File: src/rtl/s_term_cfg_relay.sv
// South-terminal tile: relays configuration frames up the column, captures its own routing
// frames on strobe rising edges, and drives N-going wires from S-arriving wires via 4:1 muxes.
module s_term_cfg_relay #(
   parameter int unsigned FRAME_BITS  = 32,
   parameter int unsigned MAX_FRAMES  = 20,
   parameter int unsigned PIPE_STAGES = 1,
   parameter int unsigned CFG_FRAMES  = 4,
   parameter int unsigned W1          = 4,
   parameter int unsigned W2          = 8,
   parameter int unsigned W4          = 16
) (
   input  logic                  CLK,
   input  logic                  resetn,
   input  logic [FRAME_BITS-1:0] FrameData,
   input  logic [MAX_FRAMES-1:0] FrameStrobe,
   output logic [FRAME_BITS-1:0] FrameData_O,
   output logic [MAX_FRAMES-1:0] FrameStrobe_O,
   input  logic [W1-1:0]         S1END,
   input  logic [W2-1:0]         S2MID,
   input  logic [W2-1:0]         S2END,
   input  logic [W4-1:0]         S4END,
   input  logic [W4-1:0]         SS4END,
   output logic [W1-1:0]         N1BEG,
   output logic [W2-1:0]         N2BEG,
   output logic [W2-1:0]         N2BEGb,
   output logic [W4-1:0]         N4BEG,
   output logic [W4-1:0]         NN4BEG,
   output logic                  ConfigDone
);

   localparam int unsigned NO_CFG   = 2 * (W1 + 2 * W2 + 2 * W4);
   localparam int unsigned CFG_BITS = CFG_FRAMES * FRAME_BITS;
   localparam int unsigned RELAY_W  = FRAME_BITS + MAX_FRAMES;
   localparam int unsigned OFS_N2   = W1;
   localparam int unsigned OFS_N2B  = W1 + W2;
   localparam int unsigned OFS_N4   = W1 + 2 * W2;
   localparam int unsigned OFS_NN4  = W1 + 2 * W2 + W4;

   if (CFG_BITS < NO_CFG || PIPE_STAGES > 3 || CFG_FRAMES > MAX_FRAMES) begin : g_param_check
      $error("s_term_cfg_relay: unsupported parameter combination");
   end

   // Frame relay: either straight wires or a shift register of {strobe, data} words
   if (PIPE_STAGES == 0) begin : g_relay_wire
      assign FrameData_O   = FrameData;
      assign FrameStrobe_O = FrameStrobe;
   end else begin : g_relay_pipe
      logic [PIPE_STAGES*RELAY_W-1:0] pipe;
      logic [PIPE_STAGES*RELAY_W-1:0] pipe_next;

      if (PIPE_STAGES == 1) begin : g_one
         assign pipe_next = {FrameStrobe, FrameData};
      end else begin : g_many
         assign pipe_next = {pipe[(PIPE_STAGES-1)*RELAY_W-1:0], FrameStrobe, FrameData};
      end

      always_ff @(posedge CLK or negedge resetn) begin
         if (!resetn) begin
            pipe <= '0;
         end else begin
            pipe <= pipe_next;
         end
      end

      assign {FrameStrobe_O, FrameData_O} = pipe[PIPE_STAGES*RELAY_W-1 -: RELAY_W];
   end

   logic [CFG_FRAMES-1:0] strobe_q;
   logic [CFG_FRAMES-1:0] frame_rise;
   logic [CFG_FRAMES-1:0] loaded_mask;
   logic [CFG_BITS-1:0]   cfg;
   logic [CFG_BITS-1:0]   cfg_next;

   assign frame_rise = FrameStrobe[CFG_FRAMES-1:0] & ~strobe_q;

   // Every frame whose strobe rises this cycle loads the same FrameData word
   for (genvar k = 0; k < CFG_FRAMES; k++) begin : g_frame
      assign cfg_next[k*FRAME_BITS +: FRAME_BITS] =
         frame_rise[k] ? FrameData : cfg[k*FRAME_BITS +: FRAME_BITS];
   end

   always_ff @(posedge CLK or negedge resetn) begin
      if (!resetn) begin
         strobe_q    <= '0;
         cfg         <= '0;
         loaded_mask <= '0;
         ConfigDone  <= 1'b0;
      end else begin
         strobe_q    <= FrameStrobe[CFG_FRAMES-1:0];
         cfg         <= cfg_next;
         loaded_mask <= loaded_mask | frame_rise;
         ConfigDone  <= &(loaded_mask | frame_rise);
      end
   end

   if (CFG_BITS > NO_CFG) begin : g_spare
      logic unused_cfg_bits;
      assign unused_cfg_bits = ^cfg[CFG_BITS-1:NO_CFG];
   end

   function automatic logic route(input logic [1:0] sel, input logic a1, input logic a2,
                                  input logic a4);
      case (sel)
         2'b01:   route = a1;
         2'b10:   route = a2;
         2'b11:   route = a4;
         default: route = 1'b0;
      endcase
   endfunction

   // Output j takes its select from cfg[2j+1:2j]; bit i picks its source by i modulo width
   for (genvar i = 0; i < W1; i++) begin : g_n1
      assign N1BEG[i] = route(cfg[2*i +: 2], S1END[i%W1], S2END[i%W2], S4END[i%W4]);
   end
   for (genvar i = 0; i < W2; i++) begin : g_n2
      assign N2BEG[i]  = route(cfg[2*(OFS_N2+i) +: 2], S1END[i%W1], S2END[i%W2], S4END[i%W4]);
      assign N2BEGb[i] = route(cfg[2*(OFS_N2B+i) +: 2], S1END[i%W1], S2MID[i%W2], S4END[i%W4]);
   end
   for (genvar i = 0; i < W4; i++) begin : g_n4
      assign N4BEG[i]  = route(cfg[2*(OFS_N4+i) +: 2], S1END[i%W1], S2END[i%W2], S4END[i%W4]);
      assign NN4BEG[i] = route(cfg[2*(OFS_NN4+i) +: 2], S1END[i%W1], S2END[i%W2], SS4END[i%W4]);
   end

endmodule

File: config.mk
export PLATFORM = sky130hd
export DESIGN_NAME = s_term_cfg_relay
export DESIGN_NICKNAME = d
export VERILOG_FILES = /design/src/rtl/s_term_cfg_relay.sv
export SDC_FILE = /design/constraint.sdc
export NUM_CORES = 1
export LEC_CHECK = 0
export ABC_AREA = 0
export CAP_MARGIN = 10
export CORE_ASPECT_RATIO = 0.8
export CORE_UTILIZATION = 31
export DETAILED_ROUTE_END_ITERATION = 8
export GPL_ROUTABILITY_DRIVEN = 1
export PLACE_DENSITY = 0.57
export SYNTH_ARGS = -nofsm -noshare
export SYNTH_HDL_FRONTEND = slang
export SYNTH_SLANG_ARGS = --single-unit
export TNS_END_PERCENT = 20
File: constraint.sdc
create_clock -name CLK -period 1.9 [get_ports CLK]
set_input_delay 0.38 -clock CLK [delete_from_list [all_inputs] [get_ports CLK]]
set_output_delay 0.38 -clock CLK [all_outputs]
set_load 0.005 [all_outputs]
# Yosys cells after proc, flatten, opt, wreduce, memory -nomap -nowiden
# Index checks and enable logic that the tools add are counted.
[totals]
register_bits = 165
in_bits = 106
wordCells = 220
[op_classes]
muxes = 52
n_reduce_logical = 1
n_bitwise = 3
eq_ne = 156
[ops]
columns = ["operator", "count"]
rows = [
  ["$eq A2 B2 Y1 const B", 104],
  ["$pmux W1 S3", 52],
  ["$eq A2 B1 Y1 const B", 52],
  ["$and A4 B4 Y4", 1],
  ["$not A4 Y4", 1],
  ["$or A4 B4 Y4", 1],
  ["$reduce_and A4 Y1", 1],
]

# Logic depth before layout (Yosys ltp)
[logic_depth]
depth_word = 4
depth_mapped = 4
mapped_depth_nobuf = 3

# Worst setup path after synthesis
# Ideal clock, no wire load.
[synth_path]
path_type = "input -> output"
from = "input S1END[3]"
to = "output N1BEG[3]"
arrival_ps = 910
slack_ps = 610
required_ps = 1520
path_buffers = 1
stages = 4
path_cell_list = "buf_2 mux2_2 nand2_1 o21ai_0"
[synth_via]
elab_chain_len = 1
[synth_lines]
columns = ["item", "line_no", "rtl"]
rows = [
  ["start, declared", "18", "input logic [W1-1:0] S1END,"],
  ["$pmux W1 S3", "103", "case (sel)"],
  ["end, declared", "23", "output logic [W1-1:0] N1BEG,"],
]
# No other way between the ends.

# Worst setup path in the final report
[layout_path]
from = "register cfg[75]"
to = "output NN4BEG[1]"
[layout_via]
elab_chain_len = 2
[layout_lines]
columns = ["item", "line_no", "rtl"]
rows = [
  ["start, declared", "71", "logic [CFG_BITS-1:0] cfg;"],
  ["start signal, assigned", "90", "cfg <= cfg_next;"],
  ["$eq A2 B2 Y1 or $eq A2 B1 Y1 (tied branches)", "103", ""],
  ["$pmux W1 S3 *", "103", ""],
  ["end, declared", "27", "output logic [W4-1:0] NN4BEG,"],
]
# Every way passes the cells marked *; elsewhere a longest branch is shown, timed or not.

==> qor.csv <==
metric,value,unit
drive_gt1_share,36.49,%
r2r_cells,3,
synth-seq-cells,161,
worstMarginPinSlew,0.4511,ns
final-hold-violation-count,0,
power_leakage,4.592,nW
gr-total-overflow,0,
via_per_inst,4.464,
slowest_delay,0.36,ns
fmax,541.0,MHz
synth.distinct_cells,14,
design.core.area,22500,µm²
yosysTopAreaCellShare,56.72,%
crit_buf_inv,1,
rsz0062_at_grt,true,
synthTopCellsByArea,"dfrtp_1 57%, mux2_4 19%, mux2_2 10%",
die_w,171.2,µm
cts-root-buf,clkbuf_16,
critPathLaunchType,flop,
fin_worst_skew,0.01341,ns
r2r-end,cfg[45]$_DFFE_PN0P_,
cts.htree.levels,4,
syn-num-nets,605,
worstHoldEndpoint,g_relay_pipe.pipe[50]$_DFF_PN0_,
maxSlewHeadroom,69.93,%
syn_avg_cell_area,14.23,µm²
syn_area,7103,µm²
cts_tree,yes,
crit_family,flip-flops,
grt_usage,15.84,%
cp.required,1.52,ns
insertion_delay,0.42,ns
rows,49,
die_area,23530,µm²
layout_min_cycle_time,1.848,ns
worstPathArrival,1.47,ns
num_vias,4803,
hold_path.class,input port to flop,
cp_max_fo,2,
utilization,45.55,%
drc,0,
crit_type,flop to output port,
rrSetupSlack,0.54,ns
cp_cell_sequence,"mux2_2, nand2_1, o21ai_1, clkdlybuf4s15_1",
cap_violations,0,
area_growth,44.30,%
grt_pass1_wl,28.30,mm
clockBufferDepth,2,
drt_pass1_iterations,4,
grt_max_degree,51,
dpl.hpwl,12.50,mm
yosys_warnings,0,
gp_congestion,0.8161,
wl_per_cell,16.62,µm
cpMaxStageDelayCell,dfrtp_1,
timing.hold.ws,0.3885,ns
postRouteAntennaNets,0,
clkTransAtPathRegs,0.07,ns
endpoint_kind,output port,
power.density,930.7,nW/µm²
peakVddDrop,0.0004940,V
fin_nets,864,
fin_crit_sh,97.28,%
ys_seq_area_share,56.72,%
worstHoldStart,FrameStrobe[18],
clock_sinks,161,
slew_viol_final,0,
first_global_vias,5113,
whs_path_depth,1,
r2r_start,strobe_q[1]$_DFF_PN0_,
start_util,31.57,%
diodes,0,
setup_viol,0,
io_buffers,210,
outcome,"complete, no violations",
die_y,137.4,µm
drt_iter0_drc,229,
synth_top_cell_by_area,dfrtp_1,
postSynthCellCount,499,
antenna_found_initial,0,
tns,0,ns
cts_buffers,17,
placed_cells,1016,
routed_wl,17.89,mm
pin_count,211,
layout.cells.non_filler,1076,
## cells in the final DEF (no fill, tap or decap), drive strengths merged
| cell | instances |
|---|---|
| dfrtp | 161 |
| nor2b | 4 |
| inv | 6 |
| and4 | 1 |
| o21ai | 52 |
| clkinv | 2 |
| dlygate4sd3 | 1 |
| buf | 55 |
| clkdlybuf4s50 | 141 |
| dlygate4sd2 | 15 |
| clkdlybuf4s15 | 11 |
| bufinv | 2 |
| or2 | 4 |
| clkinvlp | 3 |
| mux2 | 156 |
| nand2 | 104 |
| clkbuf | 52 |
## worst register-to-register path, stage by stage (launching register included)
cell and delay [ns]:
dfrtp_1 0.41, nor2b_4 0.24, buf_12 0.23, mux2_4 0.34
## stage by stage
| stage | instance area [µm²] | power, mW | worst slack (ns) |
|---|---|---|---|
| global route | 10250 | 10.02 | -0.01527 |
| floorplan | 7103 | 5.078 | 0.6096 |
| finish | 10250 | 9.539 | 0.05159 |
| global placement | 9617 | 6.131 | -0.4124 |
| CTS | 10380 | 9.720 | -0.03154 |
| detailed placement | 9617 | 6.171 | -0.3883 |
## cells by family (layout without fill, tap and decap cells)
group,count (synthesis),after routing,share of synthesized area [%]
AO/OA/AOI/OAI,52,52,3.664
buffers and inverters,17,288,3.452
flip-flops,161,161,56.72
multiplexers,156,156,29.49
AND/OR/NAND/NOR,113,113,6.676
## repair_timing
item,in CTS,in global routing
setup buffers,24,3
hold buffers,1,0
gates cloned,1,0
endpoints found under the setup margin,52,39
endpoints found under the hold margin,38,0
resized for setup,141,47
## state kept, by name, indices dropped and copies added (netlist names)
name	count
strobe_q	3
cfg	104
loaded_mask	4
ConfigDone	1
g_relay_pipe.pipe	49
## cell usage after synthesis
| master | number |
|---|---|
| dfrtp_1 | 161 |
| nand2_1 | 104 |
| mux2_4 | 90 |
| mux2_2 | 66 |
| o21ai_0 | 35 |
| o21ai_1 | 17 |
| buf_12 | 9 |
| buf_2 | 4 |
| buf_6 | 4 |
| nor2b_4 | 3 |
| or2_1 | 3 |
| and4_1 | 1 |
| nor2b_1 | 1 |
| or2_4 | 1 |
## area by class of cell
cell class	instances	area, µm²
clock buffer	18	439.2
timing repair buffer	257	2382
multi-input combinational	321	2867
fill	2023	12250
tap	306	382.9
clock inverter	13	150.1
sequential	161	4029
## where the power goes
part / internal, mW / switching [mW]
Combinational: 1.27 / 0.690
Clock: 1.99 / 1.49
Sequential: 3.81 / 0.283
## worst max path at each step
stage	slack [ns]	end	depth (start not counted)	startpoint
after floorplan	0.61	N1BEG[3]	4	S1END[3]
after detailed placement	-0.39	N1BEG[2]	6	S1END[2]
after global routing	-0.02	NN4BEG[1]	4	cfg[75]$_DFFE_PN0P_
after global placement	-0.41	NN4BEG[12]	6	S1END[0]
final	0.05	NN4BEG[1]	4	cfg[75]$_DFFE_PN0P_
after CTS	-0.03	NN4BEG[11]	4	cfg[95]$_DFFE_PN0P_
## layer usage
metal | routed length [µm] | vias up | GRT usage [%]
met5 | 0 | - | 0
met1 | 8468 | 2409 | 21.72
met3 | 929 | 16 | 4.252
li1 | - | 2239 | -
met2 | 8321 | 139 | 24.77
met4 | 169 | 0 | 3.919
No activity file was read; power rests on OpenSTA's default activity.
